--- src/rtl/inert_pkg.sv ---
// ---------------------------------------------------------------------------
// inert_pkg
// Shared definitions for the inertial-sensor sequencer:
//   - state_t     : sequencer state encoding
//   - CMD_*       : the four configuration write commands, in issue order
//   - ADDR_*      : sensor register addresses read on every data-ready event
//   - RD_BIT      : MSB of a command word that marks it as a register read
//   - cfgCmd()    : configuration command for a given write step
//   - rdCmd()     : read command for a given read step
// ---------------------------------------------------------------------------
package inert_pkg;

    // Sequencer states. The order matters only for readability: power-up,
    // configuration, then the steady-state read loop.
    typedef enum logic [2:0] {
        PWR_WAIT,
        CFG_ISSUE,
        CFG_WAIT,
        IDLE,
        RD_ISSUE,
        RD_WAIT,
        PUBLISH
    } state_t;

    // Configuration writes: interrupt enable first so the sensor starts
    // raising data-ready as soon as it is configured.
    localparam logic [15:0] CMD_INT_EN    = 16'h0D02;
    localparam logic [15:0] CMD_ACCEL_CFG = 16'h1053;
    localparam logic [15:0] CMD_GYRO_CFG  = 16'h1150;
    localparam logic [15:0] CMD_ROUND_CFG = 16'h1460;

    // Sensor registers read on every data-ready event.
    localparam logic [6:0] ADDR_PTCH_L = 7'h22;
    localparam logic [6:0] ADDR_PTCH_H = 7'h23;
    localparam logic [6:0] ADDR_AZ_L   = 7'h2C;
    localparam logic [6:0] ADDR_AZ_H   = 7'h2D;

    localparam logic RD_BIT = 1'b1;

    // Write command for configuration step 0..3.
    function automatic logic [15:0] cfgCmd(input logic [1:0] step);
        logic [15:0] word;
        case (step)
            2'd0:    word = CMD_INT_EN;
            2'd1:    word = CMD_ACCEL_CFG;
            2'd2:    word = CMD_GYRO_CFG;
            default: word = CMD_ROUND_CFG;
        endcase
        return word;
    endfunction

    // Read command for read step 0..3: pitch low/high, then AZ low/high.
    // The step number doubles as the staging-byte index.
    function automatic logic [15:0] rdCmd(input logic [1:0] step);
        logic [6:0] addr;
        case (step)
            2'd0:    addr = ADDR_PTCH_L;
            2'd1:    addr = ADDR_PTCH_H;
            2'd2:    addr = ADDR_AZ_L;
            default: addr = ADDR_AZ_H;
        endcase
        return {RD_BIT, addr, 8'h00};
    endfunction

endpackage

--- src/rtl/int_sync.sv ---
// ---------------------------------------------------------------------------
// int_sync
// Brings the asynchronous sensor interrupt into the clk domain and produces
// a one-cycle pulse on each rising edge.
// Ports:
//   clk      in   system clock
//   rst_n    in   asynchronous active-low reset (all flops clear to 0)
//   i_async  in   raw interrupt line, asynchronous to clk
//   o_rise   out  one-cycle pulse, high for one clock per synchronized rising edge
// ---------------------------------------------------------------------------
module int_sync (
    input  logic clk,
    input  logic rst_n,
    input  logic i_async,
    output logic o_rise
);

    logic r_meta;
    logic r_sync;
    logic r_prev;

    // Two flops for metastability settling, a third holding the previous
    // synchronized level so the edge can be detected without glitches.
    always_ff @(posedge clk or negedge rst_n) begin
        if (!rst_n) begin
            r_meta <= 1'b0;
            r_sync <= 1'b0;
            r_prev <= 1'b0;
        end else begin
            r_meta <= i_async;
            r_sync <= r_meta;
            r_prev <= r_sync;
        end
    end

    assign o_rise = r_sync & ~r_prev;

endmodule

--- src/rtl/inert_seq_ctrl.sv ---
// ---------------------------------------------------------------------------
// inert_seq_ctrl
// Sequencer between the 16-bit SPI master and the pitch integrator. Waits
// for sensor power-up, writes the four configuration commands, then services
// each data-ready interrupt with a four-byte read burst and publishes the
// assembled pitch-rate and Z-acceleration words with a one-cycle strobe.
// Ports:
//   clk       in   system clock
//   rst_n     in   asynchronous active-low reset
//   INT       in   sensor data-ready interrupt (asynchronous, active-high)
//   done      in   SPI transaction-complete pulse
//   rd_data   in   [7:0]  low byte of the SPI response, valid with done
//   wrt       out  one-cycle pulse starting an SPI transaction
//   cmd       out  [15:0] SPI command word, held from wrt until done
//   ptch_rt   out  [15:0] signed raw pitch rate {high, low}
//   AZ        out  [15:0] signed raw Z acceleration {high, low}
//   vld       out  one-cycle strobe marking a new ptch_rt/AZ pair
// Parameters:
//   INIT_CNT_W  width of the power-up wait counter (wait = 2^INIT_CNT_W clocks)
// ---------------------------------------------------------------------------
module inert_seq_ctrl
    import inert_pkg::*;
#(
    parameter int INIT_CNT_W = 16
) (
    input  logic        clk,
    input  logic        rst_n,
    input  logic        INT,
    input  logic        done,
    input  logic [7:0]  rd_data,
    output logic        wrt,
    output logic [15:0] cmd,
    output logic [15:0] ptch_rt,
    output logic [15:0] AZ,
    output logic        vld
);

    state_t                  r_state;
    logic [INIT_CNT_W-1:0]   r_pwrCnt;
    logic [1:0]              r_step;
    logic [3:0][7:0]         r_stage;
    logic                    r_pending;
    logic                    r_wrt;
    logic                    r_vld;
    logic [15:0]             r_cmd;
    logic [15:0]             r_ptchRt;
    logic [15:0]             r_az;

    logic                    w_intRise;
    logic                    w_armed;

    int_sync u_intSync (
        .clk     (clk),
        .rst_n   (rst_n),
        .i_async (INT),
        .o_rise  (w_intRise)
    );

    // Interrupts are only meaningful once the sensor is configured; edges
    // seen during power-up or configuration are dropped.
    assign w_armed = (r_state == IDLE)    || (r_state == RD_ISSUE) ||
                     (r_state == RD_WAIT) || (r_state == PUBLISH);

    // Main sequencer. wrt and vld default low each cycle and are raised only
    // on the transition into an ISSUE state or into PUBLISH, which makes them
    // exact one-cycle pulses aligned with the state they announce.
    //
    // The pending flag lives here because its clear is tied to the
    // IDLE -> RD_ISSUE transition; a new edge in that same cycle takes
    // priority so an interrupt is never lost, and any number of edges during
    // a burst fold into one follow-up burst.
    //
    // The last read byte is taken straight from rd_data while the other three
    // come from staging, so the published words and vld appear the cycle
    // after the final done while PUBLISH is the state they belong to.
    always_ff @(posedge clk or negedge rst_n) begin
        if (!rst_n) begin
            r_state   <= PWR_WAIT;
            r_pwrCnt  <= '0;
            r_step    <= 2'd0;
            r_stage   <= '0;
            r_pending <= 1'b0;
            r_wrt     <= 1'b0;
            r_vld     <= 1'b0;
            r_cmd     <= 16'h0000;
            r_ptchRt  <= 16'h0000;
            r_az      <= 16'h0000;
        end else begin
            r_wrt <= 1'b0;
            r_vld <= 1'b0;

            if (w_intRise && w_armed) begin
                r_pending <= 1'b1;
            end else if ((r_state == IDLE) && r_pending) begin
                r_pending <= 1'b0;
            end

            case (r_state)
                PWR_WAIT: begin
                    r_pwrCnt <= r_pwrCnt + 1'b1;
                    if (&r_pwrCnt) begin
                        r_state <= CFG_ISSUE;
                        r_step  <= 2'd0;
                        r_wrt   <= 1'b1;
                        r_cmd   <= cfgCmd(2'd0);
                    end
                end

                CFG_ISSUE: begin
                    r_state <= CFG_WAIT;
                end

                CFG_WAIT: begin
                    if (done) begin
                        if (r_step == 2'd3) begin
                            r_state <= IDLE;
                            r_step  <= 2'd0;
                        end else begin
                            r_state <= CFG_ISSUE;
                            r_step  <= r_step + 2'd1;
                            r_wrt   <= 1'b1;
                            r_cmd   <= cfgCmd(r_step + 2'd1);
                        end
                    end
                end

                IDLE: begin
                    if (r_pending) begin
                        r_state <= RD_ISSUE;
                        r_step  <= 2'd0;
                        r_wrt   <= 1'b1;
                        r_cmd   <= rdCmd(2'd0);
                    end
                end

                RD_ISSUE: begin
                    r_state <= RD_WAIT;
                end

                RD_WAIT: begin
                    if (done) begin
                        r_stage[r_step] <= rd_data;
                        if (r_step == 2'd3) begin
                            r_state  <= PUBLISH;
                            r_step   <= 2'd0;
                            r_ptchRt <= {r_stage[1], r_stage[0]};
                            r_az     <= {rd_data, r_stage[2]};
                            r_vld    <= 1'b1;
                        end else begin
                            r_state <= RD_ISSUE;
                            r_step  <= r_step + 2'd1;
                            r_wrt   <= 1'b1;
                            r_cmd   <= rdCmd(r_step + 2'd1);
                        end
                    end
                end

                PUBLISH: begin
                    r_state <= IDLE;
                end

                default: begin
                    r_state <= PWR_WAIT;
                end
            endcase
        end
    end

    assign wrt     = r_wrt;
    assign vld     = r_vld;
    assign cmd     = r_cmd;
    assign ptch_rt = r_ptchRt;
    assign AZ      = r_az;

endmodule

--- config.mk ---
export PLATFORM = sky130hd
export DESIGN_NAME = inert_seq_ctrl
export DESIGN_NICKNAME = d
export VERILOG_FILES = /design/src/rtl/inert_pkg.sv /design/src/rtl/int_sync.sv /design/src/rtl/inert_seq_ctrl.sv
export SDC_FILE = /design/constraint.sdc
export NUM_CORES = 1
export LEC_CHECK = 0
export CAP_MARGIN = 20
export CELL_PAD_IN_SITES_DETAIL_PLACEMENT = 0
export CELL_PAD_IN_SITES_GLOBAL_PLACEMENT = 2
export CORE_MARGIN = 2
export CORE_UTILIZATION = 33
export DETAILED_ROUTE_END_ITERATION = 10
export GPL_ROUTABILITY_DRIVEN = 0
export PLACE_DENSITY = 0.79
export SLEW_MARGIN = 0
export SYNTH_ARGS = -nofsm -noshare
export SYNTH_HDL_FRONTEND = slang
export SYNTH_SLANG_ARGS = --single-unit
export TNS_END_PERCENT = 20
--- constraint.sdc ---
create_clock -name clk -period 1.9 [get_ports clk]
set_clock_uncertainty 0.05 [all_clocks]
set_input_delay 0.285 -clock clk [delete_from_list [all_inputs] [get_ports clk]]
set_output_delay 0.285 -clock clk [all_outputs]
set_load 0.05 [all_outputs]
==> flow_summary.toml, run 1 <==
[setup_path]
crit_arrival_ps = 2110
path_class = "flip-flop to flip-flop"
cp_max_fo = 7
end_kind = "flip-flop"
cp.required_ps = 2070
startpoint_type = "flip-flop"

[flow_run]
drv_cap = 0

[drt]
highest_layer = "met4"
drt_iter0_drc = 80
wl_per_cell_um = 13.8
wl_met3_um = 335
remaining_drc_errors = 0
ant_nets = 0
wl_met2_mm = 3.47
vias_per_cell = 4.69
drt-total-wl_mm = 7.43
drt_pass1_iterations = 4
m1WireLength_mm = 3.50
vias = 2535

[clocking]
cts_max_level = 3
cts_sinks = 93
root_buffer = "clkbuf_16"
numCtsBuffers = 9
cts_tree = "yes"
ctsLongestPathBuffers = 2
clk_latency_ps = 340
path_clk_slew_ps = 70

[sta]
finalSetupViolCount = 9
hold_viol = 0
timing.final.ws_setup_ps = -41.9
slew_headroom_pct = 62.3
min_period_over_period_pct = 102
slew_viol_final = 0
fmax_mhz = 515
setup_tns_ps = -251
layout_min_cycle_time_ps = 1940
rsz0062_at_grt = "true"
worstMarginPinSlew_ps = 565

[power]
power.density_nw_per_um2 = 1290
power.total_mw = 6.87
vdd_drop_max_v = 0.000544
leakage_nw = 2.65

[outcome]
status = "complete, but fails checks"
violations = "negative setup slack"

[layout]
final_util_pct = 44.6
final_nets = 406
syn_to_final_growth_pct = 32.5
final_area_um2 = 5310
layout_commonest_cell = "dfrtp_1"
num_antenna_cells = 0
layout_common_cells = "dfrtp_1, mux2_2, clkdlybuf4s50_1"
drive_gt1_share_pct = 31.6

[logic_synthesis]
ys_seq_area_share_pct = 58.1
synth.avg_cell_area_um2 = 13.4
synthArstFlopShare_pct = 100
synth_edf_count = 0
synth-main-ff-cell = "dfrtp_1"
ys_warn_count = 0
synth_cell_types = 42
synth_seq_cells = 93
syn_area_um2 = 4010
synthCells = 300

[floorplan]
ios = 62
die_y_um = 114
start_util_pct = 33.6
die_w_um = 114
core_area_um2 = 11900
die_area_um2 = 13000
num_rows = 40

[global_route]
antenna_found_initial = 0
grt_pass1_wl_mm = 12.9
grt_max_degree = 43
grt_pass1_vias = 2547
grt-ovfl-total = 0
grt_usage_pct = 12.5

[place]
hpwlAfterDp_mm = 5.23
portBuffers = 57
post_dp_cell_area_um2 = 4960

[hold_path]
holdCritPathClass = "flip-flop to flip-flop"
## worst max-delay path: stages (launching register included)
cell     delay [ps]
dfrtp_1         380
or3_4           410
nor4_4          320
a221o_2         340
mux2_4          320
## final cells by class
type                       count  area, µm²
clock buffer                  10        229
clock inverter                 6       53.8
fill                        1097       6600
inverter                      12       45.0
multi-input combinational    180       1550
sequential                    93       2330
tap                          147        184
timing repair buffer          92        923
## synthesized netlist by cell type, types with 4 or more instances
master / n / share of area [%]
nor3_1: 5 / 0.62
mux2_4: 4 / 1.5
mux2i_1: 7 / 1.7
clkbuf_1: 5 / 0.47
o21ai_0: 4 / 0.50
nand4_1: 4 / 0.62
mux2_2: 58 / 16
nand3_1: 5 / 0.62
nand2b_1: 5 / 0.78
xor2_1: 7 / 1.5
nand2_1: 17 / 1.6
inv_1: 12 / 1.1
ha_1: 6 / 1.9
a21oi_1: 9 / 1.1
buf_4: 6 / 1.1
dfrtp_1: 93 / 58
xnor2_1: 9 / 2.0
nor2_1: 9 / 0.84
## registers in the layout (all words and copies together) (netlist names)
name,cells
vld,1
r_state,3
wrt,1
r_pwrCnt,16
r_step,2
u_intSync.r_sync,1
u_intSync.r_meta,1
r_stage,24
u_intSync.r_prev,1
cmd,10
r_pending,1
AZ,16
ptch_rt,16
## timing repair
item	CTS	global route
gates resized for setup	3	10
hold buffers	1	0
pin swaps	2	4
endpoints found under the setup margin	11	56
hold endpoints to repair	40	0
setup buffers	2	0
## per-layer routing
layer  up-vias  GRT usage, %
met5         -             0
met4         0          4.63
met3         9          3.28
met2        52          19.2
met1      1262          17.1
li1       1212             -
## kinds of logic after synthesis
logic type	count (synthesis)	synth area share, %
buffers and inverters	30	4.25
multiplexers	69	19.6
flip-flops	93	58.1
XOR/XNOR	16	3.50
adder cells (fa/ha/maj)	6	1.87
AO/OA/AOI/OAI	24	4.15
AND/OR/NAND/NOR	61	8.49
other	1	0.0936
## power breakdown
group,internal (mW),switching [mW]
registers,2.41,0.219
logic,1.17,1.38
clock network,0.913,0.778
## worst paths after layout
kind	slack (ps)	startpoint	cells after the start	to
setup reg to reg	-40	r_state[1]$_DFFE_PN0P_	4	cmd[13]$_DFFE_PN0P_
setup / recovery	-40	r_state[1]$_DFFE_PN0P_	4	cmd[13]$_DFFE_PN0P_
min in group asynchronous	460	rst_n	2	r_pwrCnt[14]$_DFFE_PN0P_
max in group asynchronous	800	rst_n	3	AZ[3]$_DFFE_PN0P_
hold / removal	300	u_intSync.r_meta$_DFF_PN0_	0	u_intSync.r_sync$_DFF_PN0_
hold reg to reg	300	u_intSync.r_meta$_DFF_PN0_	0	u_intSync.r_sync$_DFF_PN0_
## through the flow
stage	hold slack, ps	setup WS [ps]	std cells
final	301	-41.9	540
after global routing	308	-136	540
after CTS	302	-51.8	540
after detailed placement	279	-261	521
after global placement	267	-241	521
after floorplan	-60.6	-56.6	303
Note: power is estimated with default switching activity, not from simulation.
==> run 2: changes to the inputs <==
--- a/config.mk
+++ b/config.mk
@@ -9,10 +9,10 @@
 export CELL_PAD_IN_SITES_DETAIL_PLACEMENT = 0
 export CELL_PAD_IN_SITES_GLOBAL_PLACEMENT = 2
 export CORE_MARGIN = 2
-export CORE_UTILIZATION = 33
+export CORE_UTILIZATION = 37
 export DETAILED_ROUTE_END_ITERATION = 10
 export GPL_ROUTABILITY_DRIVEN = 0
-export PLACE_DENSITY = 0.79
+export PLACE_DENSITY = 0.84
 export SLEW_MARGIN = 0
 export SYNTH_ARGS = -nofsm -noshare
 export SYNTH_HDL_FRONTEND = slang
==> constraint.sdc (replaced) <==
create_clock -name clk -period 2.2 [get_ports clk]
set_clock_uncertainty 0.05 [all_clocks]
set_input_delay 0.33 -clock clk [delete_from_list [all_inputs] [get_ports clk]]
set_output_delay 0.33 -clock clk [all_outputs]
set_load 0.05 [all_outputs]
==> run 2 against run 1 <==
  * The flow now finishes without violations
  * Die area decreased by 10%
  * Combinational power fell by 21%
  * Design area shrank 5.9%
  * Via count fell by 3.2%
  * Fmax shrank 5.2%
  * Final cell count decreased by 5.4%
  * Hold slack gained 6.3 ps
  * Clock-buffer cell count shrank 1
  * Flip-flop and latch count stayed put
  * Sequential share of layout area grew 2.7 points
  * Largest power group unchanged
  * Highest routed layer unchanged
==> flow_summary.toml, run 2 (same netlist as run 1, synthesis figures left out) <==
[outcome]
status = "finished clean"

[layout]
drive_gt1_share_pct = 26.1
final_nets = 388
num_antenna_cells = 0
largest_reg_flops = 24
syn_to_final_growth_pct = 24.7
layout_commonest_cell = "dfrtp_1"
final_area_um2 = 5000
final_util_pct = 48.0
fillers = 926
regMostFlops = "r_stage"
layout_common_cells = "dfrtp_1, mux2_2, clkdlybuf4s50_1"
fin_cells = 511

[drt]
vias = 2454
drt_iter0_drc = 86
vias_per_cell = 4.80
ant_nets = 0
remaining_drc_errors = 0
drt_pass1_iterations = 4
wl_per_cell_um = 14.6
drt-total-wl_mm = 7.44

[global_route]
grt_max_degree = 49
grt_pass1_vias = 2492
antenna_found_initial = 0
grt-ovfl-total = 0
grt_pass1_wl_mm = 12.4
grt_usage_pct = 13.8

[floorplan]
num_rows = 37
die_y_um = 108
ios = 62
die_w_um = 108
start_util_pct = 38.5
core_area_um2 = 10400
die_area_um2 = 11700

[setup_path]
end_kind = "flip-flop"
path_class = "flip-flop to flip-flop"
cp.required_ps = 2410
cp_max_fo = 5
ff2ff_path_depth = 4
crit_arrival_ps = 2260
startpoint_type = "flip-flop"

[clocking]
numCtsBuffers = 9
cts_max_level = 3
root_buffer = "clkbuf_8"
cts_sinks = 93
path_clk_slew_ps = 110
cts_resized = 0
ctsLongestPathBuffers = 2
post_cts_buffers = 0
cts_tree = "yes"
clk_latency_ps = 360

[power]
power.total_mw = 5.51
seqPwrFrac_pct = 41.4
pwr-share-clk_pct = 22.0
leakage_nw = 2.41
combinationalPowerShare_pct = 36.6
switching_share_pct = 36.3
power.density_nw_per_um2 = 1100
p_sw_mw = 2.00
vdd_drop_max_v = 0.000702
p_int_mw = 3.51

[sta]
setup_tns_ps = 0
hold_viol = 0
slew_viol_final = 0
whs_ps = 307
timing.final.ws_setup_ps = 153
min_period_over_period_pct = 93.1
slew_headroom_pct = 59.1
rsz0062_at_grt = "false"
fmax_mhz = 488
finalSetupViolCount = 0
worstMarginPinSlew_ps = 614
layout_min_cycle_time_ps = 2050

[place]
place_ws_ps = -24.6
dp.cells = 493
portBuffers = 57
hpwlAfterDp_mm = 5.04
post_dp_cell_area_um2 = 4760

[hold_path]
holdCritPathClass = "flip-flop to flip-flop"
hold_depth = 0

[flow_run]
drv_cap = 0
-- run 2: power groups by stage --
stage	Clock, mW	Sequential (mW)	Combinational, mW
final	1.21	2.28	2.02
after global routing	1.34	2.34	2.19
after CTS	1.25	2.29	2.02
after detailed placement	0	2.32	2.01
after global placement	0	2.30	1.99
after floorplan	0	2.64	1.18
-- run 2: what timing repair did --
action	in CTS	in global routing
endpoints found under the hold margin	46	0
setup endpoints to repair	0	5
hold buffers	1	0
-- run 2: worst paths after layout --
check                                           start                          to  slack, ps
setup / recovery               r_state[1]$_DFFE_PN0P_          cmd[4]$_DFFE_PN0P_        150
hold / removal             u_intSync.r_meta$_DFF_PN0_  u_intSync.r_sync$_DFF_PN0_        310
setup reg to reg               r_state[1]$_DFFE_PN0P_          cmd[4]$_DFFE_PN0P_        150
hold reg to reg            u_intSync.r_meta$_DFF_PN0_  u_intSync.r_sync$_DFF_PN0_        310
max in group asynchronous                       rst_n      r_stage[7]$_DFFE_PN0P_        990
min in group asynchronous                       rst_n     ptch_rt[15]$_DFFE_PN0P_        470
-- run 2: cell type report --
class | count | area (µm²) | area share (%)
clock buffers | 9 | 124 | 2.48
clock inverters | 7 | 96.3 | 1.93
inverters | 12 | 45.0 | 0.902
multi-input cells | 181 | 1530 | 30.6
flip-flops and latches | 93 | 2330 | 46.6
well taps | 136 | 170 | 3.41
repair buffers | 73 | 703 | 14.1
-- run 2: layer usage --
| metal | routed length, µm | vias to the layer above | track usage [%] |
|---|---|---|---|
| li1 | - | 1180 | - |
| met1 | 3450 | 1229 | 18.0 |
| met2 | 3680 | 38 | 22.1 |
| met3 | 231 | 7 | 3.56 |
| met4 | 76 | 0 | 5.49 |
| met5 | 0 | - | 0 |
-- run 2: worst max-delay path, cell delays in order, from the launching register on --
cell and delay, ps:
dfrtp_1 380, or3_1 440, nor4_4 420, a221o_2 310, mux2_2 350
==> run 3: changes to the inputs <==
--- a/config.mk
+++ b/config.mk
@@ -11,9 +11,8 @@
 export CORE_MARGIN = 2
 export CORE_UTILIZATION = 37
 export DETAILED_ROUTE_END_ITERATION = 10
-export GPL_ROUTABILITY_DRIVEN = 0
 export PLACE_DENSITY = 0.84
-export SLEW_MARGIN = 0
+export SLEW_MARGIN = 30
 export SYNTH_ARGS = -nofsm -noshare
 export SYNTH_HDL_FRONTEND = slang
 export SYNTH_SLANG_ARGS = --single-unit
==> results of run 3 <==
Same layout as run 2: the final DEF is identical, and so are final timing and power.
